### config.mk
export PLATFORM = sky130hd
export DESIGN_NAME = posit_encoder_rne
export DESIGN_NICKNAME = d
export VERILOG_FILES = /design/src/rtl/posit_pkg.sv /design/src/rtl/posit_round_rne.sv /design/src/rtl/posit_encoder_rne.sv
export SDC_FILE = /design/constraint.sdc
export NUM_CORES = 1
export LEC_CHECK = 0
export ABC_CLOCK_PERIOD_IN_PS = 5600
export CAP_MARGIN = 15
export CORE_MARGIN = 4
export CORE_UTILIZATION = 55
export DETAILED_ROUTE_END_ITERATION = 10
export GPL_TIMING_DRIVEN = 1
export HOLD_SLACK_MARGIN = 0.02
export PLACE_DENSITY = 0.88
export SLEW_MARGIN = 30
export SYNTH_ARGS = -nofsm -noshare
export SYNTH_HDL_FRONTEND = slang
export SYNTH_SLANG_ARGS = --single-unit
### constraint.sdc
create_clock -name clk -period 5.6 [get_ports clk]
set_input_delay 1.12 -clock clk [delete_from_list [all_inputs] [get_ports clk]]
set_output_delay 1.12 -clock clk [all_outputs]
set_load 0.05 [all_outputs]
### src/rtl/posit_pkg.sv
// Shared posit definitions: FSM states, special-value constants and default
// format parameters used by the encoder, decoder and rounding stages.
package posit_pkg;

  localparam int unsigned POSIT_N  = 32;
  localparam int unsigned POSIT_ES = 2;

  typedef enum logic [2:0] {
    S_IDLE,
    S_BUILD,
    S_ROUND,
    S_SIGN,
    S_OUT
  } state_t;

  // Not-a-Real: sign bit only
  function automatic logic [31:0] nar_const(input int unsigned n);
    return 32'h1 << (n - 1);
  endfunction

  // Largest positive posit: 0 followed by n-1 ones
  function automatic logic [31:0] maxpos_const(input int unsigned n);
    return (32'h1 << (n - 1)) - 32'h1;
  endfunction

  // Smallest positive posit: LSB only
  function automatic logic [31:0] minpos_const(input int unsigned n);
    return 32'(n != 0);
  endfunction

endpackage

### src/rtl/posit_round_rne.sv
// Round-to-nearest-even on an (N-1)-bit posit body given guard and sticky.
// Never wraps past maxpos and never yields zero (forces minpos instead).
module posit_round_rne #(
  parameter int unsigned N = 32
) (
  input  logic [N-2:0] i_body,
  input  logic         i_guard,
  input  logic         i_sticky,
  output logic [N-2:0] o_body
);

  logic         w_up;
  logic [N-2:0] w_sum;

  // Increment on guard when above half or on a tie with odd LSB, then clamp
  always_comb begin
    w_up  = i_guard & (i_body[0] | i_sticky);
    w_sum = i_body + {{(N-2){1'b0}}, w_up};
    if ((&i_body) && w_up) begin
      o_body = '1;
    end else if (w_sum == '0) begin
      o_body = {{(N-2){1'b0}}, 1'b1};
    end else begin
      o_body = w_sum;
    end
  end

endmodule

### src/rtl/posit_encoder_rne.sv
// Bit-serial posit encoder with round-to-nearest-even, saturation and
// zero/NaR handling. Packs {sign, k, exp, frac} into an N-bit posit behind a
// valid/ready handshake on both sides; one operation in flight at a time.
module posit_encoder_rne
  import posit_pkg::*;
#(
  parameter int unsigned N  = POSIT_N,
  parameter int unsigned ES = POSIT_ES,
  parameter int unsigned MW = 32,
  parameter int unsigned KW = 6
) (
  input  logic                          clk,
  input  logic                          rst,
  input  logic                          in_valid,
  output logic                          in_ready,
  input  logic                          in_sign,
  input  logic [KW-1:0]                 in_k,
  input  logic [((ES > 0) ? ES : 1)-1:0] in_exp,
  input  logic [MW-1:0]                 in_frac,
  input  logic                          in_zero,
  input  logic                          in_nar,
  output logic                          out_valid,
  input  logic                          out_ready,
  output logic [N-1:0]                  out_posit,
  output logic                          busy
);

  localparam int unsigned EW   = (ES > 0) ? ES : 1;
  localparam int unsigned FW   = ES + MW;
  localparam int unsigned CW   = $clog2(N) + 1;
  localparam int          K_HI = int'(N) - 2;
  localparam int          K_LO = 1 - int'(N);
  localparam logic [N-1:0] P_NAR = N'(nar_const(N));
  localparam logic [N-1:0] P_MAX = N'(maxpos_const(N));
  localparam logic [N-1:0] P_MIN = N'(minpos_const(N));

  state_t          r_state, w_next;
  logic            r_sign;
  logic [FW-1:0]   r_field;
  logic [CW-1:0]   r_run;
  logic            r_rpol;
  logic            r_term;
  logic [CW-1:0]   r_cnt;
  logic [N-2:0]    r_body;
  logic            r_guard;
  logic            r_sticky;
  logic [N-1:0]    r_result;

  logic            w_accept;
  logic signed [31:0] w_k;
  logic            w_sat_hi;
  logic            w_sat_lo;
  logic [CW-1:0]   w_run;
  logic [EW+MW-1:0] w_cat;
  logic            w_in_regime;
  logic            w_bit;
  logic [FW-1:0]   w_field_next;
  logic            w_last;
  logic [N-2:0]    w_rounded;

  assign w_accept = in_valid & in_ready;
  assign w_k      = {{(32-KW){in_k[KW-1]}}, in_k};
  assign w_sat_hi = (w_k >= K_HI);
  assign w_sat_lo = (w_k <= K_LO);
  assign w_run    = (w_k >= 0) ? CW'(w_k + 1) : CW'(-w_k);
  assign w_cat    = {in_exp, in_frac};

  // Stream source: regime run, then terminator, then exponent/fraction MSB-first
  // (zeros shift in behind the field so exhausted input reads as zero).
  assign w_in_regime  = (r_run != '0) | r_term;
  assign w_bit        = (r_run != '0) ? r_rpol : (r_term ? ~r_rpol : r_field[FW-1]);
  assign w_field_next = w_in_regime ? r_field : (r_field << 1);
  assign w_last       = (r_cnt == CW'(N - 1));

  posit_round_rne #(.N(N)) u_round (
    .i_body   (r_body),
    .i_guard  (r_guard),
    .i_sticky (r_sticky),
    .o_body   (w_rounded)
  );

  // State register
  always_ff @(posedge clk or negedge rst) begin
    if (!rst) r_state <= S_IDLE;
    else      r_state <= w_next;
  end

  // Next-state logic
  always_comb begin
    w_next = r_state;
    case (r_state)
      S_IDLE: begin
        if (w_accept) begin
          if (in_nar || in_zero)      w_next = S_OUT;
          else if (w_sat_hi || w_sat_lo) w_next = S_SIGN;
          else                        w_next = S_BUILD;
        end
      end
      S_BUILD: if (w_last) w_next = S_ROUND;
      S_ROUND: w_next = S_SIGN;
      S_SIGN:  w_next = S_OUT;
      S_OUT:   if (out_ready) w_next = S_IDLE;
      default: w_next = S_IDLE;
    endcase
  end

  // Handshake and status outputs decoded from state
  always_comb begin
    in_ready  = (r_state == S_IDLE);
    out_valid = (r_state == S_OUT);
    busy      = (r_state != S_IDLE);
  end

  assign out_posit = r_result;

  // Datapath: field capture, serial body build, rounding and sign application
  always_ff @(posedge clk or negedge rst) begin
    if (!rst) begin
      r_sign   <= 1'b0;
      r_field  <= '0;
      r_run    <= '0;
      r_rpol   <= 1'b0;
      r_term   <= 1'b0;
      r_cnt    <= '0;
      r_body   <= '0;
      r_guard  <= 1'b0;
      r_sticky <= 1'b0;
      r_result <= '0;
    end else begin
      case (r_state)
        S_IDLE: begin
          if (w_accept) begin
            r_sign   <= in_sign;
            r_field  <= w_cat[FW-1:0];
            r_run    <= w_run;
            r_rpol   <= ~w_k[31];
            r_term   <= 1'b1;
            r_cnt    <= '0;
            r_body   <= '0;
            r_guard  <= 1'b0;
            r_sticky <= 1'b0;
            if (in_nar)        r_result <= P_NAR;
            else if (in_zero)  r_result <= '0;
            else if (w_sat_hi) r_result <= P_MAX;
            else if (w_sat_lo) r_result <= P_MIN;
            else               r_result <= '0;
          end
        end
        S_BUILD: begin
          if (r_run != '0)  r_run  <= r_run - 1'b1;
          else if (r_term)  r_term <= 1'b0;
          else              r_field <= r_field << 1;
          if (w_last) begin
            r_guard  <= w_bit;
            r_sticky <= |w_field_next;
          end else begin
            r_body <= {r_body[N-3:0], w_bit};
          end
          r_cnt <= r_cnt + 1'b1;
        end
        S_ROUND: r_result <= {1'b0, w_rounded};
        S_SIGN: begin
          if (r_sign) r_result <= (~r_result) + {{(N-1){1'b0}}, 1'b1};
        end
        default: ;
      endcase
    end
  end

endmodule

==> metrics.cfg <==
[setup_path]
path_buf_inv = 1
worstPathRequired_ns = 4.48
critPathMaxFanout = 12
path_class = reg -> out
crit_path_end_kind = primary output
cp_data_arrival_time_ns = 2.33
rr_worst_depth = 10
crit_path_top_delay_cell = clkdlybuf4s50_1
crit_path_start_kind = flop
max_stage_delay_ns = 0.90
cp_cell_sequence = nor3_1 -> clkdlybuf4s50_1
crit_cells = 2
crit_family = buffers and inverters

[floorplan]
fp-row-count = 42
die_area_sq_um = 15300
die_w_um = 124
core_sq_um = 13200
start_util_pct = 56.0
fp.dieH_um = 124
io_pins = 82

[synthesis]
synth_area_leader_cell = dfrtp_1
synth_fa_ha_area_share_pct = 1.69
synth_top_family_by_area = simple AND/OR/NAND/NOR gates
synth.area.top_cells = dfrtp_1 40%, nand2_1 8.9%, nor2_1 5.1%, o21ai_0 5.0%, a31oi_1 4.2%
synth_flop_cell = dfrtp_1
synth-async-reset-ratio_pct = 100
synth_top_cells_by_count = 175 x nand2_1, 117 x dfrtp_1, 101 x nor2_1
synth_top_area_share_pct = 39.6
synth-edff-count = 0
yosysSeqAreaShare_pct = 39.6
synthCells = 932
synth_cell_types = 72
syn-num-nets = 989
yosys_register_bits = 117
syn-cell-area_sq_um = 7380
synth-simple-area-share_pct = 27.7
syn_avg_cell_area_sq_um = 7.92
synth_xor_area_share_pct = 4.98
ys.warnings.count = 0
post-synth-top-count-cell = nand2_1
synth_compound_area_share_pct = 20.1
synth_mux_area_share_pct = 0.576

[timing]
rsz0062_at_grt = no
finalCriticalPeriod_ns = 3.45
worst_pin_slew_ns = 0.886
tns_ns = 0
post-route-period-util_pct = 61.5
final_max_slew_viol_count = 0
setup_ws_ns = 2.15
clock.fmax_mhz = 290
hold_violations = 0
finalSetupViolations = 0
slew_headroom_pct = 40.6
skew_ns = 0.00918

[final_layout]
layout-drive-gt1-share_pct = 6.68
antenna_cells = 0
multi_input_area_sq_um = 4100
final-seq-area_sq_um = 2930
fin_cells = 1164
syn_to_final_growth_pct = 19.4
fillers = 1049
fin_nets = 1032

[drt]
drt-wirelength-per-cell_um = 17.1
ant_nets = 0
firstDrtPassIters = 7
vias_per_cell = 6.16
drt_iter0_drc = 790
remaining_drc_errors = 0
vias = 7169
routed_wl_mm = 19.9

[worst_hold_path]
hold_depth = 1
min_path_type = reg -> reg

[clocking]
holdBufCountCts = 0
root_buffer = clkbuf_16
cts_max_level = 4
path_clk_slew_ns = 0.06
clk_path_buf_depth = 2
clock-sinks = 117
cts_setup_buffers = 0
numCtsBuffers = 17
cts_tree = built
clock_latency_ns = 0.42
cts_resized = 0

[pwr]
ir_drop_v = 0.000408
p_per_area_nw_per_um2 = 493
p_leak_nw = 3.51
finalPower_mw = 4.35

[place]
dpl.hpwl_mm = 13.6
place_ws_ns = 1.89
gp_congestion = 0.903
port_buffers = 81
dp.cells = 1131

[global_routing]
grt_usage_pct = 26.7
grt_max_degree = 68
grt_antenna_before_repair = 0
gr-total-overflow = 0
grt_pass1_vias = 6741
grt_pass1_wl_mm = 32.5

[flow_run]
maxCapViolCount = 0

[outcome]
run_status = finished, final reports clean

-- placed cells by master (no fill, tap or decap), types with 6 or more instances in the layout --
| cell | Yosys | layout |
|---|---|---|
| or4_1 | 6 | 6 |
| o211ai_1 | 7 | 7 |
| xnor2_1 | 31 | 31 |
| or3_1 | 11 | 11 |
| o21a_1 | 8 | 8 |
| xor2_1 | 11 | 11 |
| ha_1 | 10 | 10 |
| inv_1 | 20 | 20 |
| dfrtp_1 | 117 | 117 |
| nand2_1 | 175 | 175 |
| a31oi_1 | 50 | 50 |
| clkbuf_16 | 0 | 17 |
| nor2_1 | 101 | 100 |
| o31ai_1 | 11 | 10 |
| nand3_1 | 23 | 23 |
| a21oi_1 | 46 | 45 |
| buf_4 | 2 | 11 |
| nor4_1 | 16 | 16 |
| o21ai_0 | 74 | 74 |
| and2_1 | 6 | 6 |
| inv_6 | 0 | 6 |
| nand4_1 | 16 | 16 |
| clkdlybuf4s50_1 | 0 | 80 |
| nor3_1 | 32 | 31 |
-- state kept, by name, indices dropped and copies added (netlist names) --
| register | cells |
|---|---|
| r_field | 34 |
| out_posit | 32 |
| r_body | 31 |
| r_cnt | 6 |
| r_run | 6 |
| r_state | 3 |
| r_guard | 1 |
| r_rpol | 1 |
| r_sign | 1 |
| r_sticky | 1 |
| r_term | 1 |
-- worst paths after layout --
check,from,slack (ns),endpoint
max in group asynchronous,rst,3.86,r_field[21]
worst min register to register,r_cnt[5],0.50,r_cnt[5]
worst max register to register,r_body[0],2.31,out_posit[0]
min in group asynchronous,rst,0.70,r_body[11]
worst max-delay path,r_state[2],2.15,in_ready
worst min-delay path,r_cnt[5],0.50,r_cnt[5]
-- metrics by stage --
step / util [%] / hold WS (ns) / instance area [sq um]
floorplan: - / 0.440 / 7380
global placement: 62.2 / 0.480 / 8210
detailed placement: 62.2 / 0.481 / 8210
CTS: 66.6 / 0.497 / 8790
global route: 66.9 / 0.504 / 8820
finish: 66.9 / 0.498 / 8820
-- layer usage --
layer  vias to the layer above  wire, um  GRT usage (%)
li1                       3422         -              -
met1                      3368      8200           32.9
met2                       321      9530           43.9
met3                        58      1390           6.86
met4                         0       762           12.7
met5                         -         0              0
-- where the power goes --
group / switching, mW / internal [mW] / leakage [nW]
registers: 0.357 / 1.13 / 1.45
clock network: 0.449 / 0.630 / 0.290
logic: 1.14 / 0.643 / 1.77
total: 1.95 / 2.40 / 3.51
-- logic make-up (layout without fill, tap and decap cells) --
family          Yosys count  in the layout
compound gates          240            240
xor+xnor                 42             42
fa+ha+maj                10             10
buf+inv                  89            145
flops                   117            117
mux                       4              4
simple gates            430            430
-- area by class of cell --
cell class | count | area share (%)
Clock buffer | 17 | 4.82
Clock inverter | 15 | 1.82
Inverter | 21 | 0.894
Multi-Input combinational cell | 726 | 46.4
Sequential cell | 117 | 33.2
Tap cell | 176 | 2.50
Timing Repair Buffer | 92 | 10.3
Note: power is estimated with default switching activity, not from simulation.
==> edit (same flow settings) <==
Set the package constant `POSIT_N` to 16 (it was 32).
--- a/src/rtl/posit_pkg.sv
+++ b/src/rtl/posit_pkg.sv
@@ -4,3 +4,3 @@
 
-  localparam int unsigned POSIT_N  = 32;
+  localparam int unsigned POSIT_N  = 16;
   localparam int unsigned POSIT_ES = 2;
Ports: changed (resized out_posit); port bits go from 82 to 66. The function was not compared with the original's and may differ.
==> edit against the original RTL <==
- setup slack improved by 0.025 ns
- utilization fell by 0.39 points
- die area fell by 32%
- via count fell by 37%
- wire length fell by 40%
- synthesized area fell by 34%
- sequential cell count fell by 34
- count of clock-buffer cells in the layout fell by 8
- sequential power fell by 26%
- synthesized cell count fell by 36%
- cell area fell by 35%
- total power fell by 35%
- first-iteration DRC count fell by 64%
==> edit: results (changes against the original RTL) <==
{| class="wikitable"
! Metric !! Value
|-
| Vias in the first global route || 4235 (was 6741)
|-
| Root buffer cell || sky130_fd_sc_hd__clkbuf_8 (was sky130_fd_sc_hd__clkbuf_16)
|-
| Global-route usage over all layers || 23.9% (was 26.7%)
|-
| Fraction of the mapped netlist area in compound gates || 20.8% (was 20.1%)
|-
| Total of buffers placed on input and output ports || 65 (was 81)
|-
| Highest ir drop seen on vdd || 0.243 mV (was 0.408 mV)
|-
| Share of layout cells above drive strength 1 || 5.02% (was 6.68%)
|-
| Layout net count || 691 (was 1032)
|-
| Sw Ratio || 46.3% (was 44.8%)
|-
| Met2 Track Usage GR || 41.1% (was 43.9%)
|-
| Result of the run || completed (unchanged)
|-
| Xor/xnor share of the synthesized area || 3.60% (was 4.98%)
|-
| Gpl congestion || 0.919 (was 0.903)
|-
| Detailed-placement wirelength estimate || 8.35 mm (was 13.6 mm)
|-
| Leak pwr || 2.39 nW (was 3.51 nW)
|-
| Synth unique cells || 54 (was 72)
|-
| Clock skew after layout || 0.0130 ns (was 0.00918 ns)
|-
| Initial antenna violation count || 0 (unchanged)
|-
| Worst Tran Pin Value || 0.792 ns (was 0.886 ns)
|-
| Wire length of the first global-routing pass || 20.0 mm (was 32.5 mm)
|-
| Post-synthesis net count || 650 (was 989)
|-
| Sequential cell area fraction in the yosys report || 42.7% (was 39.6%)
|-
| Fill cells || 708 (was 1049)
|-
| Synth cell count leaders || sky130_fd_sc_hd__nand2_1, sky130_fd_sc_hd__dfrtp_1, sky130_fd_sc_hd__nor2_1, sky130_fd_sc_hd__a31oi_1, sky130_fd_sc_hd__clkbuf_1 (was sky130_fd_sc_hd__nand2_1, sky130_fd_sc_hd__dfrtp_1, sky130_fd_sc_hd__nor2_1, sky130_fd_sc_hd__o21ai_0, sky130_fd_sc_hd__a31oi_1)
|-
| Worst Setup Slack post-DPL || 2.32 ns (was 1.89 ns)
|-
| H-tree level count || 3 (was 4)
|-
| Max FO, Critical Path || 15 (was 12)
|-
| GR Util met1 || 31.3% (was 32.9%)
|-
| Initial drt markers || 282 (was 790)
|-
| Vias per inst || 6.08 (was 6.16)
|-
| Fraction of the mapped netlist area in adder cells || 2.83% (was 1.69%)
|-
| DRT Wirelength || 11.8 mm (was 19.9 mm)
|-
| Clock buffers created by TritonCTS || 9 (was 17)
|-
| Met3 track utilization from global routing || 3.41% (was 6.86%)
|-
| Clock latency at the later pin of the worst-skew pair || 0.36 ns (was 0.42 ns)
|-
| Register clock-pin slew on the reported worst setup and hold paths || 0.10 ns (was 0.06 ns)
|}
edit: worst max-delay path: cells and delay by family (launching register included):
family | cells | cell delay (ns)
buffers and inverters | 1 | 0.91
flip-flops | 1 | 0.64
AND/OR/NAND/NOR | 1 | 0.38
edit: routing by layer:
layer / up-vias / part of all wire, % / wire length (um)
met5: - / 0 / 0
met4: 0 / 1.2 / 142
met3: 12 / 6.1 / 727
met2: 169 / 50 / 5910
met1: 2157 / 43 / 5050
li1: 2197 / - / -
edit: metrics by stage:
step	std cells	cell area, sq um	util, %	power (mW)	hold WS [ns]
2_1_floorplan	592	4870	-	1.98	0.440
3_3_place_gp	730	5550	64.0	2.33	0.458
3_5_place_dp	730	5560	64.0	2.39	0.465
4_1_cts	746	5760	66.4	2.85	0.485
5_1_grt	746	5770	66.5	3.06	0.514
6_report	746	5770	66.5	2.84	0.489
edit: final timing paths:
check                           slack (ns)       start  cells past startpoint     endpoint
worst min register to register        0.49      r_sign                      2       r_sign
max in group asynchronous             4.28         rst                      1  r_field[21]
min in group asynchronous             0.79         rst                      1     r_run[4]
worst max-delay path                  2.18  r_state[2]                      2    out_valid
worst max register to register        2.86  r_state[1]                      7    r_body[0]
worst min-delay path                  0.49      r_sign                      2       r_sign
edit: power groups by stage:
stage / clock network, mW / registers [mW] / logic (mW)
2_1_floorplan: 0 / 1.21 / 0.761
6_report: 0.455 / 1.09 / 1.30
4_1_cts: 0.463 / 1.08 / 1.30
5_1_grt: 0.490 / 1.13 / 1.44
3_5_place_dp: 0 / 1.09 / 1.30
3_3_place_gp: 0 / 1.08 / 1.25
edit: layout make-up:
type	instances	area share, %
well taps	108	2.34
clock buffers	9	2.15
clock inverters	7	1.43
flip-flops and latches	83	36.0
repair buffers	72	12.2
inverters	16	1.04
multi-input cells	451	44.8
